<file path="src/rtl/fp32_pkg.sv">
// Shared widths and result record for the exponent-difference stage.
package fp32_pkg;

  localparam int EXP_W_DEF  = 8;
  localparam int MANT_W_DEF = 24;

  // Field order matches the per-instance record built in exp_diff_pipe.
  typedef struct packed {
    logic [EXP_W_DEF-1:0] diff;
    logic [EXP_W_DEF-1:0] exp_max;
    logic                 swap;
    logic                 zero;
    logic                 sat;
  } exp_res_t;

endpackage

</file>
<file path="src/rtl/exp_diff_skid.sv">
// Two-entry in-order result buffer, generic over the record width W.
// Slot 0 is always the head, so the output is a plain register read.
module exp_diff_skid #(
  parameter int W = 19
) (
  input  logic         clk,
  input  logic         reset,
  input  logic         flush,
  input  logic         push_valid,
  output logic         push_ready,
  input  logic [W-1:0] push_data,
  output logic         pop_valid,
  input  logic         pop_ready,
  output logic [W-1:0] pop_data
);

  logic [1:0][W-1:0] mem;
  logic [1:0]        count;
  logic              rdy_en;
  logic              push, pop;

  // rdy_en keeps in_ready low until the first edge after reset release.
  assign push_ready = rdy_en && (count < 2'd2);
  assign pop_valid  = (count != 2'd0);
  assign push       = push_valid && push_ready;
  assign pop        = pop_valid && pop_ready;
  assign pop_data   = pop_valid ? mem[0] : '0;

  always_ff @(posedge clk) begin
    if (!reset) begin
      count  <= 2'd0;
      rdy_en <= 1'b0;
      mem    <= '0;
    end else begin
      rdy_en <= 1'b1;
      if (flush) begin
        count <= 2'd0;
      end else begin
        case ({push, pop})
          2'b10: begin
            mem[count[0]] <= push_data;
            count         <= count + 2'd1;
          end
          2'b01: begin
            mem[0] <= mem[1];
            count  <= count - 2'd1;
          end
          // Only reachable with count==1: head leaves, new entry becomes head.
          2'b11: mem[0] <= push_data;
          default: ;
        endcase
      end
    end
  end

endmodule

</file>
<file path="src/rtl/exp_diff_pipe.sv">
// Exponent compare/subtract feeding a 2-entry result buffer (1-cycle latency).
// Optional clamp of the shift amount to MANT_W+2 under `EXP_DIFF_SAT_EN.
module exp_diff_pipe
  import fp32_pkg::*;
#(
  parameter int EXP_W  = EXP_W_DEF,
  parameter int MANT_W = MANT_W_DEF
) (
  input  logic             clk,
  input  logic             reset,
  input  logic             flush,
  input  logic             in_valid,
  output logic             in_ready,
  input  logic [EXP_W-1:0] exp_a,
  input  logic [EXP_W-1:0] exp_b,
  output logic             out_valid,
  input  logic             out_ready,
  output logic [EXP_W-1:0] out_diff,
  output logic [EXP_W-1:0] out_exp_max,
  output logic             out_swap,
  output logic             out_zero,
  output logic             out_sat
);

  typedef struct packed {
    logic [EXP_W-1:0] diff;
    logic [EXP_W-1:0] exp_max;
    logic             swap;
    logic             zero;
    logic             sat;
  } res_t;

  res_t             res_in, res_out;
  logic [EXP_W-1:0] exp_min, diff_raw;
  logic             swap;

  assign swap     = (exp_b > exp_a);
  assign exp_min  = swap ? exp_a : exp_b;
  assign diff_raw = (swap ? exp_b : exp_a) - exp_min;

  always_comb begin
    res_in         = '0;
    res_in.exp_max = swap ? exp_b : exp_a;
    res_in.swap    = swap;
    res_in.zero    = (exp_a == exp_b);
`ifdef EXP_DIFF_SAT_EN
    // Shifting past the guard/sticky positions gives the same result.
    if (32'(diff_raw) > 32'(MANT_W + 2)) begin
      res_in.diff = EXP_W'(MANT_W + 2);
      res_in.sat  = 1'b1;
    end else begin
      res_in.diff = diff_raw;
    end
`else
    res_in.diff = diff_raw;
`endif
  end

  exp_diff_skid #(.W($bits(res_t))) u_skid (
    .clk        (clk),
    .reset      (reset),
    .flush      (flush),
    .push_valid (in_valid),
    .push_ready (in_ready),
    .push_data  (res_in),
    .pop_valid  (out_valid),
    .pop_ready  (out_ready),
    .pop_data   (res_out)
  );

  assign out_diff    = res_out.diff;
  assign out_exp_max = res_out.exp_max;
  assign out_swap    = res_out.swap;
  assign out_zero    = res_out.zero;
  assign out_sat     = res_out.sat;

endmodule

</file>
<file path="config.mk">
export PLATFORM = sky130hd
export DESIGN_NAME = exp_diff_pipe
export DESIGN_NICKNAME = d
export VERILOG_FILES = /design/src/rtl/fp32_pkg.sv /design/src/rtl/exp_diff_skid.sv /design/src/rtl/exp_diff_pipe.sv
export SDC_FILE = /design/constraint.sdc
export NUM_CORES = 1
export LEC_CHECK = 0
export CAP_MARGIN = 15
export CORE_MARGIN = 2
export CORE_UTILIZATION = 50
export CTS_CLUSTER_DIAMETER = 150
export DETAILED_ROUTE_END_ITERATION = 16
export PLACE_DENSITY = 0.72
export SLEW_MARGIN = 20
export SYNTH_ARGS = -nofsm -noshare
export SYNTH_HDL_FRONTEND = slang
export SYNTH_SLANG_ARGS = --single-unit
</file>
<file path="constraint.sdc">
create_clock -name clk -period 3.6 [get_ports clk]
set_input_delay 0.54 -clock clk [delete_from_list [all_inputs] [get_ports clk]]
set_output_delay 0.54 -clock clk [all_outputs]
set_load 0.01 [all_outputs]
</file>
# Word-level counts from Yosys, hierarchy flattened
# Index checks and enable logic that the tools add are counted.
[totals]
ff_bits = 41
output_inout_bits = 21
word_cells = 36
[op_classes]
add_sub_neg = 3
order_cmp = 4
n_eq_ne = 4
n_mux = 9
n_bitwise = 2
reduce_logical = 10
[op_table]
columns = ["operator", "count"]
rows = [
  ["case mux 19 bit (3 select lines)", 1],
  ["bitwise mux 38 bit", 1],
  ["2-to-1 mux 19 bit", 2],
  ["demux 19 bit (select 1 bit)", 1],
  ["2-to-1 mux 8 bit", 2],
  ["equality test 8 bit", 1],
  ["greater-than comparator 8 bit", 1],
  ["subtractor 8 bit", 1],
  ["equality test 2 bit, second input constant", 2],
  ["logical AND 1 bit", 4],
  ["case mux 2 bit (2 select lines)", 1],
  ["AND reduction 2 bit", 2],
  ["nonzero test 2 bit", 2],
  ["nonzero test 3 bit", 1],
  ["adder 2 x 1 -> 2 bit, second input constant", 1],
  ["equality test 2 x 1 -> 1 bit, second input constant", 1],
  ["< comparator 1 x 2 -> 1 bit, second input constant", 1],
  ["< comparator 2 bit, second input constant", 1],
  ["inverter 1 bit", 2],
  ["OR reduction 2 bit", 1],
  ["subtractor 2 x 1 -> 2 bit, second input constant", 1],
  ["greater-or-equal comparator 1 bit, second input constant", 1],
  ["2-to-1 mux 1 bit", 1],
]

# Logic depth before layout (Yosys ltp)
[logic_depth]
ltp_word = 6
depth_mapped = 14
depth_no_buf = 13

# Hierarchy
# From an unflattened synthesis, not the netlist that was laid out.
[hier_totals]
hier_cells = 345
hier_area_um2 = 2877.8
[modules_own_cells]
columns = ["mod", "n_inst", "cells_per_inst", "area_each_um2", "seq_area_each_um2"]
rows = [
  ["exp_diff_skid", 1, 238, 2163.3, 820.8],
  ["exp_diff_pipe", 1, 107, 714.4, 0.0],
]

# Worst setup path after synthesis
# Ideal clock, no wire load.
[synth_timing]
path_type = "input to register"
startpoint = "in exp_a[6]"
endpoint = "reg u_skid.mem[17] (netlist bit)"
setup_ps = 60
arrival_ps = 3074
t_required_ps = 3540
slack_ps = 466
stages = 14
path_cell_list = "inv_1 ha_1 buf_6 nand4_2 nor3_4 or2b_2 nand2_4 mux2i_1 ha_1 a221oi_4 o32ai_2 a31oi_2 mux2i_1 o2111a_1"
[synth_between]
elab_chain_cells = 5
[synth_rtl]
columns = ["item", "line_no", "text"]
rows = [
  ["start, declared", "exp_diff_pipe.sv:14", "input logic [EXP_W-1:0] exp_a,"],
  ["greater-than comparator 8 bit", "exp_diff_pipe.sv:37", "assign swap = (exp_b > exp_a);"],
  ["2-to-1 mux 8 bit (on tied branches)", "exp_diff_pipe.sv:39, exp_diff_pipe.sv:38", ""],
  ["subtractor 8 bit (*)", "exp_diff_pipe.sv:39", "assign diff_raw = (swap ? exp_b : exp_a) - exp_min;"],
  ["bitwise mux 38 bit", "exp_diff_skid.sv:41", "mem[count[0]] <= push_data;"],
  ["case mux 19 bit (3 select lines) (*)", "exp_diff_skid.sv:39", "case ({push, pop})"],
  ["end signal, assigned by index", "exp_diff_skid.sv:41", ""],
  ["end, declared", "exp_diff_skid.sv:17", "logic [1:0][W-1:0] mem;"],
]
# Mark *: on every way between the ends. The rest lies on a longest branch, timed or not.
# A chain may end at the register's enable or synchronous reset.

# Final worst setup path
[layout_timing]
startpoint = "in exp_a[1]"
endpoint = "reg u_skid.mem[17] (netlist bit)"
# Same word-level chain as after synthesis.

==> qor.yml <==
outcome:
  outcome: "finished clean"
timing:
  min_period_over_period_pct: 95.3
  min_period_ns: 3.43
  hold_viol: 0
  grt_setup_unrepaired: "no"
  fmax_mhz: 292
  max_slew_margin_pct: 30.5
  setup_viol: 0
  tightest_slew_ns: 1.04
  skew_ns: 0.00357
  timing.final.max_slew_violations: 0
  tns_ns: 0
cts:
  post_cts_resize_count: 0
  cts.sinks: 39
  cts.path.max_buffers: 2
  cts_setup_buffers: 0
  htreeDepth: 2
  cts_tree: "yes"
  root_buffer: "clkbuf_8"
  clkTransAtPathRegs_ns: 0.08
  clk_latency_ns: 0.29
  cts_buffers: 5
  ctsHoldBuffers: 0
power:
  cellPowerDensity_nw_per_um2: 361
  p_leak_nw: 1.58
  vdd_ir_drop_max_mv: 0.230
global_routing:
  first_global_vias: 2257
  grt_pass1_wl_mm: 10.2
  grt-ovfl-total: 0
  grt_max_degree: 32
  grt_use_total_pct: 23.6
  antenna_found_initial: 0
critical_path:
  startpoint_type: "input port"
  arrival_ns: 3.66
  worstPathRequired_ns: 3.83
  worstPathCellList: "clkdlybuf4s50_1, inv_1, ha_1, nor2b_1, o21bai_4, a211o_2, nand2_4, mux2i_1, ha_1, a221oi_4, o32ai_2, a31oi_2, mux2i_1, o2111a_1"
  cp_num_buf_inv: 2
  critical_path.max_stage_delay_ns: 0.48
  critPathKind: "in2reg"
  cp_slowest_cell: "clkdlybuf4s50_1"
  end_kind: "register"
  worst_path_dominant_cell_family: "compound AO/OA/AOI/OAI gates"
  cp_max_fo: 4
final_layout:
  layout_commonest_cell: "nand2_1"
  fin_nets: 393
  layout.cells.non_filler: 430
  layout_common_cells: "42 x nand2_1, 40 x clkdlybuf4s50_1, 39 x dfxtp_1"
  drive_above_1_share_pct: 17.5
  syn2layout_area_growth_pct: 29.9
  diodes: 0
synth:
  avgSynthCellArea_um2: 8.58
  ys_types: 66
  netlist_area_um2: 2580
  ys.flop_type: "dfxtp_1"
  ys_ff_latch: 39
  yosys_warnings: 0
  synthCells: 301
  synth_seq_area_share_pct: 30.2
  synthesis.nets: 335
  synthArstFlopShare_pct: 0
  synth_edf_count: 0
routing:
  wl_per_cell_um: 14.4
  drc: 0
  vias: 2385
  drt_iter0_drc: 144
  wirelength_mm: 6.20
  antenna_left: 0
  dr.pass1.iters: 4
  avgViaCountPerCell: 5.55
floorplan:
  chipHeight_um: 75.9
  die_w_um: 75.9
  rows: 26
  die-area_um2: 5760
  core-area_um2: 5040
  start_util_pct: 51.2
  io_pins: 42
placement:
  place_inst: 422
  gp_congestion: 0.929
  io_buffers: 40
  place_hpwl_mm: 4.67
min_path:
  hold_path.class: "reg2reg"
job:
  maxCapViolCount: 0
==> synth_stat cells (2+ instances only) <==
master,instances,area share (%)
clkbuf_1,15,2.2
or2_2,2,0.48
inv_1,18,2.6
o22ai_1,2,0.48
a221oi_1,2,0.68
o21ai_0,8,1.6
a22oi_1,2,0.58
buf_6,2,0.87
o211ai_1,9,2.6
o211a_1,20,7.8
ha_1,13,6.3
o21ai_1,2,0.39
mux2i_1,8,3.1
and3_1,2,0.48
o221ai_1,2,0.68
nor3b_1,2,0.58
nand2_1,42,6.1
a21boi_0,4,1.2
dfxtp_1,39,30
nand3_1,6,1.2
nor2b_1,7,1.7
xor2_1,2,0.68
a21o_1,2,0.58
a21oi_1,14,2.7
and2_1,19,4.6
xnor2_1,5,1.7
nor3_1,3,0.58
o31ai_2,2,0.97
nor2_1,10,1.5
==> worst reg2reg max path, cell delays in order (launching register included) <==
cell and delay [ns]:
dfxtp_1 0.49, or2_2 0.37, nand2_1 0.17, ha_1 0.24, a211oi_4 0.44, inv_1 0.20, nor4b_1 0.33, mux2i_1 0.13
o2111a_1 0.18
==> worst paths after layout <==
kind / from / slack (ns) / cells past startpoint / to
worst min register to register: u_skid.mem[34] / 0.46 / 2 / u_skid.mem[34]
worst max register to register: u_skid.count[0] / 0.95 / 8 / u_skid.mem[17]
worst min-delay path: u_skid.mem[34] / 0.46 / 2 / u_skid.mem[34]
worst max-delay path: exp_a[1] / 0.17 / 14 / u_skid.mem[17]
==> cell families (layout without fill, tap and decap cells) <==
kind of cell | count (synthesis) | count (layout) | share of synthesized area (%)
AND/OR/NAND/NOR | 107 | 107 | 22.6
XOR/XNOR | 7 | 7 | 2.37
multiplexers | 8 | 8 | 3.10
AO/OA/AOI/OAI | 89 | 89 | 29.1
buffers and inverters | 37 | 96 | 6.10
flip-flops | 39 | 39 | 30.2
adder cells (fa/ha/maj) | 13 | 13 | 6.30
other | 1 | 1 | 0.145
==> state kept, by name (all words and copies together) (netlist names) <==
signal,flops
u_skid.count,2
u_skid.rdy_en,1
u_skid.mem,36
==> metrics by stage <==
stage,setup WS (ns),hold slack (ns),area (um^2),utilization [%],power (W)
CTS,0.0852,0.468,3350,66.5,0.00122
global route,0.000160,0.488,3350,66.5,0.00127
global placement,-0.0961,0.445,3220,63.8,0.000779
detailed placement,-0.133,0.456,3220,63.8,0.000783
floorplan,0.466,0.434,2580,-,0.000666
finish,0.170,0.465,3350,66.5,0.00121
==> cell type report <==
type | count | area, um^2
clock buffers | 5 | 68.8
clock inverters | 3 | 67.6
flip-flops and latches | 39 | 781
multi-input cells | 225 | 1660
repair buffers | 70 | 626
well taps | 70 | 87.6
inverters | 18 | 67.6
fillers | 455 | 1690
==> where the power goes <==
group          internal (W)  leakage (nW)  switching, W
clock network      0.000276        0.0644      0.000159
logic              0.000152          1.20      0.000166
registers          0.000448         0.317    0.00000884
total              0.000876          1.58      0.000335
==> layer usage <==
layer,vias to the layer above,track usage [%],part of all wire (%)
li1,1194,-,-
met4,0,8.77,2.4
met1,1112,30.4,45
met5,-,0,0
met2,64,39.8,48
met3,15,3.44,4.3
Power figures use the tool's default switching activity.
==> patch 1: new RTL, same settings <==
Add a define of `EXP_DIFF_SAT_EN`.
--- a/src/rtl/exp_diff_pipe.sv
+++ b/src/rtl/exp_diff_pipe.sv
@@ -1,5 +1,7 @@
 // Exponent compare/subtract feeding a 2-entry result buffer (1-cycle latency).
 // Optional clamp of the shift amount to MANT_W+2 under `EXP_DIFF_SAT_EN.
+`define EXP_DIFF_SAT_EN
+
 module exp_diff_pipe
   import fp32_pkg::*;
 #(
Behaviour: not the same (a bounded check fails within 4 cycles, from zero or initial values and one cycle with reset low).
==> patch 1 against the unedited design <==
Clock power down 11%; synthesized area up 1.8%; wire length up 13%; design area up 12%; worst setup slack worse by 0.0038 ns; sequential cell count up 2; sequential power up 4%; core utilization up 7.6 points; power up 6.2%; critical endpoint is now u_skid.mem[0]$_SDFFE_PN0P_; largest power group unchanged; highest routed layer unchanged.
==> patch 1: results (changes against the unedited design) <==
metric	value	unit	change
clock_area_frac	0.03194		-0.008720
netlist_top_cells_count	41 x dfxtp_1, 38 x nand2_1, 37 x nor2_1		
comb-power	0.421	mW	+32%
drive_above_1_share	0.2464		+0.07141
hp-start	u_skid.mem[16]$_SDFFE_PN0P_		
n_fill_cell	408		-10%
n_all_inverters	15		-3
p_int	0.9049	mW	+3.3%
grt_use_met3	0.02962		-0.004771
dpl_cell_area	3427	um2	+6.5%
yosys.cell_types.count	52		-21%
slew_headroom	0.4626		+0.1577
drt_iter0_markers	163		+13%
reg2reg_slack	1.07	ns	+0.12 ns
leakagePower	1.630	nW	+2.9%
register_area	820.8	um2	+5.1%
core_area	5075	um2	+0.65%
vdd_drop_max	0.0001783	V	-22%
fin_skew	0.01159	ns	+0.008015 ns
p_seq	0.475	mW	+4%
status	finished clean		
hpwlAfterDp	5.096	mm	+9.0%
largestRegisters	u_skid.mem: 38 flops, u_skid.count: 2 flops, u_skid.rdy_en: 1 flops		
worst_hold_path.endpoint	u_skid.mem[16]$_SDFFE_PN0P_		
synth_compound_area_frac	0.2623		-0.02893
buf_share	0.2299		+0.04338
routed_wl	7.009	mm	+13%
synthesis.nets	367		+9.6%
gp_congestion	0.8844		-4.8%
ys_seq_area_frac	0.3122		+0.009907
==> patch 1: how the worst max path moves through the flow <==
| stage | depth (start not counted) | from | endpoint |
|---|---|---|---|
| after global routing | 15 | exp_a[0] | u_skid.mem[12]$_SDFFE_PN0P_ |
| after CTS | 13 | exp_a[7] | u_skid.mem[12]$_SDFFE_PN0P_ |
| after global placement | 17 | exp_a[3] | u_skid.mem[0]$_SDFFE_PN0P_ |
| after detailed placement | 17 | exp_a[1] | u_skid.mem[0]$_SDFFE_PN0P_ |
| final | 16 | exp_a[0] | u_skid.mem[0]$_SDFFE_PN0P_ |
| after floorplan | 17 | exp_a[2] | u_skid.mem[12]$_SDFFE_PN0P_ |
==> patch 1: critical path, cell delays in order <==
cell             delay (ns)
clkdlybuf4s50_1        0.46
ha_4                   0.29
and4_4                 0.23
nand2_2                0.06
nand2_2                0.07
o2111a_1               0.19
a21oi_1                0.05
ha_1                   0.19
a211oi_2               0.25
nand2_1                0.13
xnor2_2                0.17
a21boi_2               0.17
o32a_1                 0.35
buf_6                  0.15
a31o_2                 0.23
a21oi_1                0.10
==> patch 1: logic make-up (layout without fill, tap and decap cells) <==
group / after synthesis / in the layout
xor+xnor: 8 / 8
mux: 9 / 9
compound gates: 97 / 97
flops: 41 / 41
simple gates: 131 / 131
buf+inv: 34 / 119
fa+ha+maj: 13 / 13
==> patch 1: stage by stage <==
step | instances | setup slack [ns] | power [mW]
after global routing | 488 | -0.01387 | 1.351
after CTS | 486 | 0.003840 | 1.253
final | 488 | 0.1658 | 1.287
after global placement | 477 | -0.3187 | 0.8494
after floorplan | 333 | 0.02173 | 0.6893
after detailed placement | 477 | -0.4052 | 0.8542
==> patch 2: new RTL, config.mk and constraints unchanged <==
Made on the original files. Reset style: asynchronous (`reset`), changed in one clocked block.
--- a/src/rtl/exp_diff_skid.sv
+++ b/src/rtl/exp_diff_skid.sv
@@ -26,7 +26,7 @@
   assign pop        = pop_valid && pop_ready;
   assign pop_data   = pop_valid ? mem[0] : '0;
 
-  always_ff @(posedge clk) begin
+  always_ff @(posedge clk or negedge reset) begin
     if (!reset) begin
       count  <= 2'd0;
       rdy_en <= 1'b0;
Behaviour: differs if reset is asserted again (counterexample within 4 cycles, from zero or initial values and one cycle with reset low); with reset held inactive, the same outputs for 10 cycles.
==> patch 2 against the unedited design <==
Wire length fell by 12%; power rose by 16%; worst setup slack improved by 0.077 ns; clock skew rose by 0.0029 ns; sequential cell count did not move; synthesized area fell by 2.6%; clock power fell by 15%; largest cell class unchanged; design area fell by 6.1%.
==> patch 2: results (changes against the unedited design) <==
metric	value	unit	change
crit_arrival	3.49	ns	-0.17 ns
ctsRootBufferMaster	clkbuf_8		
placedCellCount	406		-3.8%
n_fill_cell	444		-2.4%
numCtsBuffers	5		unchanged
slew_headroom	0.3617		+0.05679
fin_skew	0.006506	ns	+0.002936 ns
viasPerCell	5.326		-4.0%
synthTopCellsByArea	dfrtp_1 39%, a21oi_1 7.2%, nor2_1 5.7%		
netlist_top_cells_count	39 x dfrtp_1, 38 x nor2_1, 36 x a21oi_1		
path_delay_family	simple AND/OR/NAND/NOR gates		
yosys.cell_types.count	47		-29%
max_stage_delay	0.48	ns	about the same
synthArstFlopShare	1.000		+1.000
critPathLaunch	exp_a[6]		
met1_length	2.693	mm	-4.5%
cts_resized	0		unchanged
vdd_drop_max	0.0002618	V	+14%
grtUsageTotal	0.2074		-0.02848
ys_seq_area_frac	0.3881		+0.08573
drive_above_1_share	0.1095		-0.06549
grt_use_met1	0.3228		+0.01894
worstHoldPathType	input port to async pin		
dpl_cell_area	3032	um2	-5.8%
grt_use_met3	0.02410		-0.01030
dp_slack	-0.02773	ns	+0.1051 ns
antenna_found_initial	0		unchanged
leakagePower	1.414	nW	-11%
crit_fanout	8		+4
diodes	0		unchanged
grt_pass1_wl	9.011	mm	-12%
use_met2	0.3031		-0.09535
hpwlAfterDp	4.056	mm	-13%
fin_nets	376		-4.3%
grt_max_degree	40		+25%
routed_wl	5.449	mm	-12%
met2_length	2.492	mm	-16%
grt_pass1_vias	1894		-16%
met3_length	187	um	-29%
cp_slowest_cell	clkdlybuf4s50_1		
gp_congestion	0.9226		-0.69%
clkLatencyLatePin	0.29	ns	about the same
via_count	2205		-7.5%
synthesis.nets	331		-1.2%
status	finished clean		
r2r_start	u_skid.count[1]$_DFFE_PN0P_		
drt_iter0_markers	139		-3.5%
[patch 2: changes by cell type after synthesis, sizes merged, moves of 5 or more]
cell	change
a21boi	-5
a21oi	+22
dfrtp	+39
dfxtp	-39
inv	-9
mux2	+5
nand2	-12
nand2b	+5
nor2	+27
o211a	-19
o211ai	-8
o21ai	+11
[patch 2: cells by family (layout without fill, tap and decap cells)]
kind of cell	after synthesis	after routing	synth area share
xor+xnor	4	4	0.01393
mux	17	17	0.07015
simple gates	122	122	0.2363
compound gates	81	81	0.1965
buf+inv	27	73	0.04726
flops	39	39	0.3881
fa+ha+maj	9	9	0.04478
other cells	2	2	0.002986
[patch 2: path summary, 6_finish.rpt]
check,end,slack [ns],cells past startpoint
max,u_skid.mem[35]$_DFFE_PN0P_,0.25,13
min in group clk,u_skid.mem[30]$_DFFE_PN0P_,0.49,2
min reg2reg,u_skid.mem[30]$_DFFE_PN0P_,0.49,2
max in group asynchronous,u_skid.mem[3]$_DFFE_PN0P_,2.69,1
max reg2reg,u_skid.mem[17]$_DFFE_PN0P_,1.47,7
min,u_skid.count[1]$_DFFE_PN0P_,0.36,1
[patch 2: power by group]
part / leakage (nW) / switching (mW) / total, mW / internal [mW]
Sequential: 0.483 / 0.0491 / 0.591 / 0.542
Combinational: 0.869 / 0.221 / 0.435 / 0.214
Clock: 0.0612 / 0.148 / 0.372 / 0.224
Total: 1.41 / 0.419 / 1.40 / 0.980
[patch 2: area by class of cell]
type,instances,area [um2],area share
clock buffers,6,82.58,0.02622
clock inverters,2,35.03,0.01112
inverters,9,33.78,0.01073
multi-input cells,235,1423,0.4517
flip-flops and latches,39,975.9,0.3099
well taps,67,83.83,0.02662
repair buffers,56,515.5,0.1637
